$ cat config.mk
export PLATFORM = sky130hd
export DESIGN_NAME = word_feeder
export DESIGN_NICKNAME = d
export VERILOG_FILES = /design/src/rtl/word_feeder.sv
export SDC_FILE = /design/constraint.sdc
export NUM_CORES = 1
export LEC_CHECK = 0
export BUFFER_PORTS_ARGS = -buffer_cell sky130_fd_sc_hd__buf_4
export CORE_AREA = 2 2 119 63
export DETAILED_ROUTE_END_ITERATION = 8
export DIE_AREA = 0 0 121 65
export PLACE_DENSITY = 0.73
export SLEW_MARGIN = 20
export SYNTH_ARGS = -nofsm -noshare
export SYNTH_HDL_FRONTEND = slang
export SYNTH_SLANG_ARGS = --single-unit
$ cat constraint.sdc
create_clock -name clk -period 3.5 [get_ports clk]
set_clock_uncertainty 0.15 [all_clocks]
set_input_delay 0.7 -clock clk [delete_from_list [all_inputs] [get_ports clk]]
set_output_delay 0.7 -clock clk [all_outputs]
set_load 0.005 [all_outputs]
$ cat src/rtl/word_feeder.sv
// word_feeder: splits a byte stream into null-padded words and runs one matcher lookup per word (lookup timeout under WORD_FEEDER_TIMEOUT_EN)
module word_feeder #(
  parameter int WORD_LENGTH = 3,
  parameter int DATA_WIDTH = 8,
  parameter logic [DATA_WIDTH-1:0] DELIM = 8'h20,
  parameter int CNT_WIDTH = 16,
  parameter int TIMEOUT_CYCLES = 256
) (
  input  logic clk,
  input  logic rst,
  input  logic in_valid,
  output logic in_ready,
  input  logic [DATA_WIDTH-1:0] in_data,
  input  logic in_last,
  output logic [WORD_LENGTH*DATA_WIDTH-1:0] word_o,
  output logic cs_o,
  input  logic match_done_i,
  input  logic match_found_i,
  output logic res_valid,
  input  logic res_ready,
  output logic res_found,
  output logic res_trunc,
  output logic res_timeout,
  output logic [CNT_WIDTH-1:0] words_total,
  output logic [CNT_WIDTH-1:0] words_found
);
  localparam int CW = $clog2(WORD_LENGTH+1);
  typedef enum logic [1:0] {COLLECT, MATCH, REPORT} state_t;
  state_t state_q, state_d;
  logic [WORD_LENGTH*DATA_WIDTH-1:0] word_q, word_d;
  logic [CW-1:0] cnt_q, cnt_d;
  logic [CNT_WIDTH-1:0] total_q, total_d, hits_q, hits_d;
  logic trunc_q, trunc_d, res_found_q, res_found_d, res_timeout_q, res_timeout_d;
  logic in_ready_q, cs_q, res_valid_q, res_trunc_q;
  logic delim, expired;
`ifdef WORD_FEEDER_TIMEOUT_EN
  localparam int TW = $clog2(TIMEOUT_CYCLES+1);
  logic [TW-1:0] tmr_q, tmr_d;
  assign expired = tmr_q == TW'(TIMEOUT_CYCLES-1);
  assign tmr_d = (state_q == MATCH && state_d == MATCH) ? tmr_q + 1'b1 : '0;
  always_ff @(posedge clk) tmr_q <= rst ? '0 : tmr_d;
`else
  assign expired = 1'b0;
`endif
  always_comb begin
    delim = in_data == DELIM;
    state_d = state_q;
    word_d = word_q;
    cnt_d = cnt_q;
    trunc_d = trunc_q;
    res_found_d = res_found_q;
    res_timeout_d = res_timeout_q;
    total_d = total_q;
    hits_d = hits_q;
    if (state_q == COLLECT && in_valid && in_ready_q) begin
      if (!delim && cnt_q < CW'(WORD_LENGTH)) begin
        for (int i = 0; i < WORD_LENGTH; i++)
          if (cnt_q == CW'(i)) word_d[(WORD_LENGTH-1-i)*DATA_WIDTH +: DATA_WIDTH] = in_data;
        cnt_d = cnt_q + 1'b1;
      end
      trunc_d = trunc_q | (!delim && cnt_q == CW'(WORD_LENGTH));
      state_d = (cnt_d != '0 && (delim || in_last)) ? MATCH : COLLECT;
    end
    if (state_q == MATCH && (match_done_i || expired)) begin
      state_d = REPORT;
      res_found_d = match_done_i & match_found_i;
      res_timeout_d = !match_done_i;
      total_d = total_q + {{(CNT_WIDTH-1){1'b0}}, ~&total_q};
      hits_d = hits_q + {{(CNT_WIDTH-1){1'b0}}, match_done_i & match_found_i & ~&hits_q};
    end
    if (state_q == REPORT && res_ready) begin
      state_d = COLLECT;
      word_d = '0;
      cnt_d = '0;
      trunc_d = 1'b0;
      res_found_d = 1'b0;
      res_timeout_d = 1'b0;
    end
  end
  always_ff @(posedge clk) begin
    if (rst) begin
      state_q <= COLLECT;
      word_q <= '0;
      cnt_q <= '0;
      trunc_q <= 1'b0;
      res_found_q <= 1'b0;
      res_timeout_q <= 1'b0;
      total_q <= '0;
      hits_q <= '0;
      in_ready_q <= 1'b0;
      cs_q <= 1'b0;
      res_valid_q <= 1'b0;
      res_trunc_q <= 1'b0;
    end else begin
      state_q <= state_d;
      word_q <= word_d;
      cnt_q <= cnt_d;
      trunc_q <= trunc_d;
      res_found_q <= res_found_d;
      res_timeout_q <= res_timeout_d;
      total_q <= total_d;
      hits_q <= hits_d;
      in_ready_q <= state_d == COLLECT;
      cs_q <= state_d == MATCH;
      res_valid_q <= state_d == REPORT;
      res_trunc_q <= state_d == REPORT && trunc_d;
    end
  end
  assign in_ready = in_ready_q;
  assign word_o = word_q;
  assign cs_o = cs_q;
  assign res_valid = res_valid_q;
  assign res_found = res_found_q;
  assign res_trunc = res_trunc_q;
  assign res_timeout = res_timeout_q;
  assign words_total = total_q;
  assign words_found = hits_q;
endmodule
Word-level counts from Yosys, hierarchy flattened. Index checks and enable logic that the tools add are counted.

Logic and storage cells: 60. Register bits after elaboration: 67. Bits of input ports: 15.

Equality and inequality tests: 8. Reductions and logical operators: 23. Bitwise gates (word level): 3. Muxes and demuxes: 8. $add $sub $neg: 3. Magnitude comparators: 1.

Operators by type and width (count): adder 16 x 1 -> 16 bit (2); AND reduction 16 bit (2); two-way mux 2 bit (5); AND reduction 3 bit (3); == test 2 bit, second input constant (4); == test 8 x 6 -> 1 bit, second input constant (1); logical AND 1 bit (8); == test 2 x 1 -> 1 bit, second input constant (3); logical NOT 2 bit (3); logical NOT 1 bit (4); two-way mux 1 bit (3); adder 2 x 1 -> 2 bit, second input constant (1); AND 1 bit (2); less-than comparator 2 bit, second input constant (1); nonzero test 2 bit (1); OR reduction 2 bit (1); logical OR 1 bit (1); OR 1 bit (1).

Longest topological paths before layout. Gate-level depths: netlist of the first run.

Depth after elaboration: 13. Gate-level depth with buffers: 10. Gate-level depth less buffers: 9.

Worst setup path after synthesis of the first run. OpenSTA, ideal clock, no wires.

Kind: flip-flop to flip-flop. Start point: reg total_q[5] (netlist: words_total[5]). End point: reg total_q[8] (netlist: words_total[8]). Stages on the path, launching flop included: 11. Path buffers: 1. Arrival: 2.294 ns. Period minus slack after synthesis: 2.571 ns. Path slack: 0.929 ns. Path through: dfxtp_1 -> and4_1 -> nand2_1 -> or4_1 -> ha_1 -> ha_1 -> and4b_2 -> clkbuf_1 -> nand3_1 -> xor2_1 -> nor2_1.

Word-level cells in the longest chain between the ends: 3.

Ends and longest elaborated chain: start, declared (RTL line 32) `logic [CNT_WIDTH-1:0] total_q, total_d, hits_q, hits_d;`; start signal, assigned (RTL line 101) `total_q <= total_d;`; AND reduction 16 bit (RTL line 68) `total_d = total_q + {{(CNT_WIDTH-1){1'b0}}, ~&total_q};`; logical NOT 1 bit (RTL line 68); adder 16 x 1 -> 16 bit (*) (RTL line 68).

Mark *: on every way between the ends. The rest lies on a longest branch, timed or not. A chain may end at the register's enable or synchronous reset.

Final worst setup path of the first run.
Start point: reg hits_q[10] (netlist: words_found[10]). End point: reg hits_q[14] (netlist: words_found[14]).

Word-level cells in the longest chain between the ends: 4.

Ends and longest elaborated chain: start, declared (RTL line 32); start signal, assigned (RTL line 102) `hits_q <= hits_d;`; AND reduction 16 bit (RTL line 69) `hits_d = hits_q + {{(CNT_WIDTH-1){1'b0}}, match_done_i & match_found_i & ~&hits_q};`; logical NOT 1 bit (RTL line 69); AND 1 bit (RTL line 69); adder 16 x 1 -> 16 bit (*) (RTL line 69).

Marked as above.

==> results of run 1 <==
-- per-layer routing --
layer	wire, um	vias to the layer above
met1	3660	1165
met3	398	6
met4	68	0
met2	2840	59
li1	-	1253
met5	0	-
-- kinds of logic after synthesis --
kind of cell,count (synthesis)
AOI/OAI and AO/OA,43
adders and majority gates,8
muxes,25
DFF,67
xor gates and xnor gates,18
and+or+nand+nor,131
buffers and inverters,22
-- area by class of cell --
cell class                 count  area [um2]
sequential                    67        1340
inverter                       8        30.0
clock buffer                  14         264
fill                         637        3110
clock inverter                 2        10.0
tap                           96         120
timing repair buffer          77         578
multi-input combinational    225        1510
-- layout by cell type, fill, tap and decap left out, types with 2 or more instances in the layout --
cell type,instances
buf_4,77
dfxtp_1,67
nor2_1,50
nand2_1,26
mux2i_1,25
a21oi_1,21
nand3_1,11
xor2_1,11
or3_1,10
clkbuf_16,9
inv_1,8
nand4_1,8
o21ai_0,8
ha_1,8
xnor2_1,7
or4_1,5
and4_1,3
and3_1,3
a2111oi_4,3
o31ai_1,3
nor3_1,3
clkbuf_1,3
a211oi_1,2
nor4_1,2
clkbuf_8,2
clkinv_2,2
-- where the power goes --
part / internal [mW] / total [mW] / leakage (nW) / switching, mW
registers: 0.778 / 0.790 / 0.541 / 0.0122
clock network: 0.516 / 0.819 / 0.137 / 0.304
logic: 0.0537 / 0.117 / 0.846 / 0.0634
-- how the worst min path moves through the flow --
stage	end	cells past startpoint
3_3_place_gp	res_timeout	2
2_1_floorplan	trunc_q	2
6_report	res_timeout	2
5_1_grt	res_timeout	2
4_1_cts	res_timeout	2
3_5_place_dp	res_timeout	2
-- through the flow --
stage / util (%) / hold slack, ps / cells
2_1_floorplan: - / 274 / 314
3_3_place_gp: 51.4 / 270 / 473
3_5_place_dp: 51.4 / 273 / 473
4_1_cts: 55.3 / 280 / 489
5_1_grt: 55.3 / 297 / 489
6_report: 55.3 / 278 / 489
-- flip-flops by register name, summed over array words and instances, names as in the netlist --
register,count
state_q,2
words_found,16
cs_o,1
res_valid,1
res_found,1
in_ready,1
res_timeout,1
word_o,24
cnt_q,2
res_trunc,1
words_total,16
trunc_q,1
-- worst max-delay path, delay by kind of cell (launching register included) --
kind,cells,cell delay [ps]
DFF,1,340
adders and majority gates,2,410
and+or+nand+nor,5,1510
AOI/OAI and AO/OA,2,340
==> results.json, run 1 <==
{
  "synthFlopType": "dfxtp_1",
  "path_clk_slew_ps": 50,
  "worst_setup_path_end_kind": "flip-flop",
  "synth_top_family_by_area": "simple AND/OR/NAND/NOR gates",
  "cts_setup_buffers": 0,
  "syn_inst": 314,
  "start_kind": "flip-flop",
  "ff2ff_path_depth": 9,
  "yosys.area.top_type": "dfxtp_1",
  "drive_above_1_share_pct": 26.2,
  "synthesis.area_per_instance_um2": 9.50,
  "cp_cell_sequence": "and4_1, nand4_1, o311a_1, ha_1, ha_1, nand3_1, nor3_1, or3b_2, a21oi_1",
  "endpoint": "words_found[14]",
  "grt_pass1_wl_um": 11500,
  "setup_tns_ps": 0,
  "final_area_um2": 3850,
  "remaining_drc_errors": 0,
  "portBuffers": 76,
  "vdd_drop_max_mv": 0.281,
  "reg2reg_from": "words_found[10]",
  "r2r-end": "words_found[14]",
  "synth_top_cell_area_share_pct": 45.0,
  "syn_nets": 337,
  "nNetsFinal": 411,
  "hold_violations": 0,
  "vias": 2483,
  "max_stage_delay_ps": 480,
  "required_ps": 3600,
  "worst_path_most_repeated_cell": "ha_1",
  "period_minus_slack_ps": 2840,
  "firstDrtPassIters": 5,
  "synthAdderAreaFrac_pct": 3.36,
  "design.core.area_um2": 6960,
  "grtUsageTotal_pct": 18.8,
  "antenna_found_initial": 0,
  "synth.area.mux_share_pct": 8.39,
  "worst-r2r-setup-slack_ps": 660,
  "start_util_pct": 42.8,
  "detail_route.wl_per_cell_um": 14.2,
  "maxSlewHeadroom_pct": 40.7,
  "met2_usage_pct": 26.0,
  "antennaDiodeCount": 0,
  "drv_slew": 0,
  "min_from": "res_timeout",
  "area_delta_synth_final_pct": 29.2,
  "cts-hold-fix-buffers": 0,
  "synth_compound_area_share_pct": 10.7,
  "synth.most_common_cell": "dfxtp_1",
  "yosysUniqueCellTypes": 40,
  "die_area_um2": 7870,
  "ant_nets": 0,
  "setup_slack_ps": 659,
  "synth_xor_area_share_pct": 5.29,
  "grt_pass1_vias": 2312,
  "cp_data_arrival_time_ps": 2940,
  "h-tree-depth": 3,
  "cts_buffer_depth": 2,
  "status": "finished clean",
  "async_flop_share_pct": 0,
  "yosysSeqAreaShare_pct": 45.0,
  "wl_um": 6960,
  "synth_common_cells": "dfxtp_1, nor2_1, nand2_1",
  "worst_slew_pin_slew_ps": 889,
  "power_mw": 1.73,
  "dieWidth_um": 121,
  "die_y_um": 65,
  "drtIter0Drc": 126,
  "critPathLaunch": "words_found[10]",
  "critical_path.max_fanout": 6,
  "grt_max_degree": 39,
  "syn-cell-area_um2": 2980,
  "min_path_type": "flip-flop to flip-flop",
  "p_leak_nw": 1.52,
  "fmax_mhz": 352,
  "numCtsBuffers": 9,
  "maxCapViolations": 0,
  "dp_worst_setup_slack_ps": 641,
  "slowest_stage": "or3b_2",
  "place.detailed.hpwl_um": 4980,
  "synth-simple-area-share_pct": 22.9,
  "tritoncts": "built",
  "cts.repair.resized": 0,
  "grtUsageMet1_pct": 27.0,
  "postPlaceCellArea_um2": 3580,
  "met3_usage_pct": 6.95,
  "yosysWarnings": 0,
  "ioPinCount": 77,
  "num_rows": 22,
  "clk_latency_ps": 320,
  "cts.sinks": 67,
  "synth.area.top_cells": "dfxtp_1, mux2i_1, nor2_1",
  "setup_viol": 0,
  "synth-edff-count": 0,
  "grt-busiest-layer": "met1",
  "fin_crit_sh_pct": 81.2,
  "cts_root_buf": "clkbuf_16",
  "rsz0062_at_grt": "false",
  "viasPerCell": 5.08,
  "synth_seq_cells": 67,
  "timing_worst_setup_path_type": "flip-flop to flip-flop",
  "gp_congestion": 0.862,
  "grt-ovfl-total": 0,
  "p_per_area_nw_per_um2": 448
}
Note: power is estimated with default switching activity, not from simulation.
==> run 2, diff against run 1 <==
Clock period 3.5 ns to 2.7 ns, I/O delays scaled along.
==> run 2 against run 1 <==
  * Sequential power grew 29%
  * Worst hold slack better by 6.7 ps
  * Final cell count is 2.7% higher
  * Combinational power is 34% higher
  * Worst setup slack worse by 550 ps
  * Wire length is 3.6% higher
  * Register-to-register slack worse by 550 ps
  * Sequential share of layout area fell by 1.1 points
  * Critical path depth unchanged
  * Clock-buffer cell count is 3 lower
  * Final area is 3.6% higher
  * Critical path type unchanged
  * Critical endpoint is now words_total[6]
==> results.json, run 2 (synthesized netlist as in run 1, its figures left out) <==
{
  "final_cell_mix": "buf_4, dfxtp_1, nor2_1, nand2_1, mux2i_1",
  "portBuffers": 76,
  "grt_pass1_vias": 2424,
  "n_fill_cell": 640,
  "dieWidth_um": 121,
  "timing_worst_setup_path_type": "flip-flop to flip-flop",
  "drv_slew": 0,
  "numCtsBuffers": 9,
  "detail_route.wl_per_cell_um": 14.4,
  "worst_path_most_repeated_cell": "ha_1",
  "place.detailed.hpwl_um": 5210,
  "r2r-end": "words_total[6]",
  "rsz0062_at_grt": "false",
  "fmax_mhz": 386,
  "drive_above_1_share_pct": 30.3,
  "power_mw": 2.29,
  "cts.repair.resized": 1,
  "required_ps": 2750,
  "critical_path.max_fanout": 7,
  "antenna_found_initial": 0,
  "fin_crit_sh_pct": 96.0,
  "cp_cell_sequence": "and4_2, nand2_1, or4_1, ha_1, ha_1, and4b_2, nand3_1, xor2_1, nor2_1",
  "setup_tns_ps": 0,
  "slowest_stage": "or4_1",
  "worst_setup_path_end_kind": "flip-flop",
  "p_leak_nw": 1.62,
  "ff2ff_path_depth": 9,
  "max_stage_delay_ps": 520,
  "clk_latency_ps": 320,
  "die_y_um": 65,
  "reg2reg_from": "words_total[8]",
  "cts_buffer_depth": 2,
  "largest_reg_flops": 24,
  "cp_num_buf_inv": 0,
  "place_inst": 488,
  "cts_setup_buffers": 0,
  "worst_slew_pin_slew_ps": 558,
  "p_per_area_nw_per_um2": 574,
  "cp_top_family": "simple AND/OR/NAND/NOR gates",
  "cts_root_buf": "clkbuf_16",
  "maxCapViolations": 0,
  "worst-r2r-setup-slack_ps": 110,
  "grt-ovfl-total": 0,
  "grtUsageTotal_pct": 19.3,
  "h-tree-depth": 3,
  "tritoncts": "built",
  "setup_viol": 0,
  "ioPinCount": 77,
  "min_to": "res_timeout",
  "setup_slack_ps": 109,
  "remaining_drc_errors": 0,
  "wl_um": 7210,
  "vdd_drop_max_mv": 0.372,
  "postPlaceCellArea_um2": 3690,
  "multi_input_area_um2": 1530,
  "firstDrtPassIters": 4,
  "min_from": "res_timeout",
  "cts-hold-fix-buffers": 0,
  "dp_worst_setup_slack_ps": 9.65,
  "vias": 2529,
  "grt_pass1_wl_um": 11900,
  "path_clk_slew_ps": 50,
  "antennaDiodeCount": 0,
  "hold_violations": 0,
  "drtIter0Drc": 158,
  "num_rows": 22,
  "status": "finished clean",
  "gp_congestion": 0.849,
  "area_delta_synth_final_pct": 33.9,
  "cp_data_arrival_time_ps": 2640,
  "grt_max_degree": 32,
  "period_minus_slack_ps": 2590,
  "viasPerCell": 5.04,
  "cts.sinks": 67,
  "die_area_um2": 7870,
  "final_common_cell": "buf_4",
  "maxSlewHeadroom_pct": 62.8,
  "min_path_type": "flip-flop to flip-flop",
  "start_kind": "flip-flop",
  "design.core.area_um2": 6960,
  "instances_no_fill": 502,
  "whs_path_depth": 2,
  "nNetsFinal": 426,
  "seq_area_um2": 1340,
  "ant_nets": 0,
  "utilization_pct": 57.3,
  "final_area_um2": 3990,
  "start_util_pct": 42.8,
  "whs_ps": 284
}
[run 2: cell count changes in the layout (fill, tap and decap cells not counted), moves of 2 or more]
cell	before	now
clkbuf_1	3	1
buf_4	77	92
and4_1	3	1
dfxtp_2	0	2
dfxtp_1	67	65
[run 2: routing by layer]
metal	vias to the layer above	share of wire, %	wire (um)	track usage, %
li1	1278	-	-	-
met1	1196	52	3760	27.1
met2	49	43	3130	29.1
met3	6	3.7	268	5.55
met4	0	0.64	46	4.51
met5	-	0	0	0
[run 2: worst max path at each step]
| stage | from | endpoint | cells after the start |
|---|---|---|---|
| floorplan | words_total[5] | words_total[8] | 10 |
| global placement | words_found[10] | words_found[14] | 9 |
| detailed placement | words_found[9] | words_found[14] | 9 |
| CTS | words_found[9] | words_found[14] | 9 |
| global route | words_found[11] | words_found[6] | 10 |
| finish | words_total[8] | words_total[6] | 9 |
[run 2: layout make-up]
type / count / share of cell area, %
Clock buffer: 11 / 6.08
Clock inverter: 3 / 1.00
Inverter: 8 / 0.752
Multi-Input combinational cell: 225 / 38.2
Sequential cell: 67 / 33.7
Tap cell: 96 / 3.01
Timing Repair Buffer: 92 / 17.3
[run 2: tightest hold or removal path: cells and delay by family (launching register included)]
| family | cells | cell delay [ps] |
|---|---|---|
| AND/OR/NAND/NOR | 2 | 80 |
| flip-flops | 1 | 310 |
[run 2: power breakdown]
| part | switching (mW) | leakage [nW] | total, mW | internal [mW] |
|---|---|---|---|---|
| Sequential | 0.0154 | 0.542 | 1.02 | 1.01 |
| Clock | 0.384 | 0.141 | 1.11 | 0.725 |
| Combinational | 0.0828 | 0.938 | 0.157 | 0.0739 |
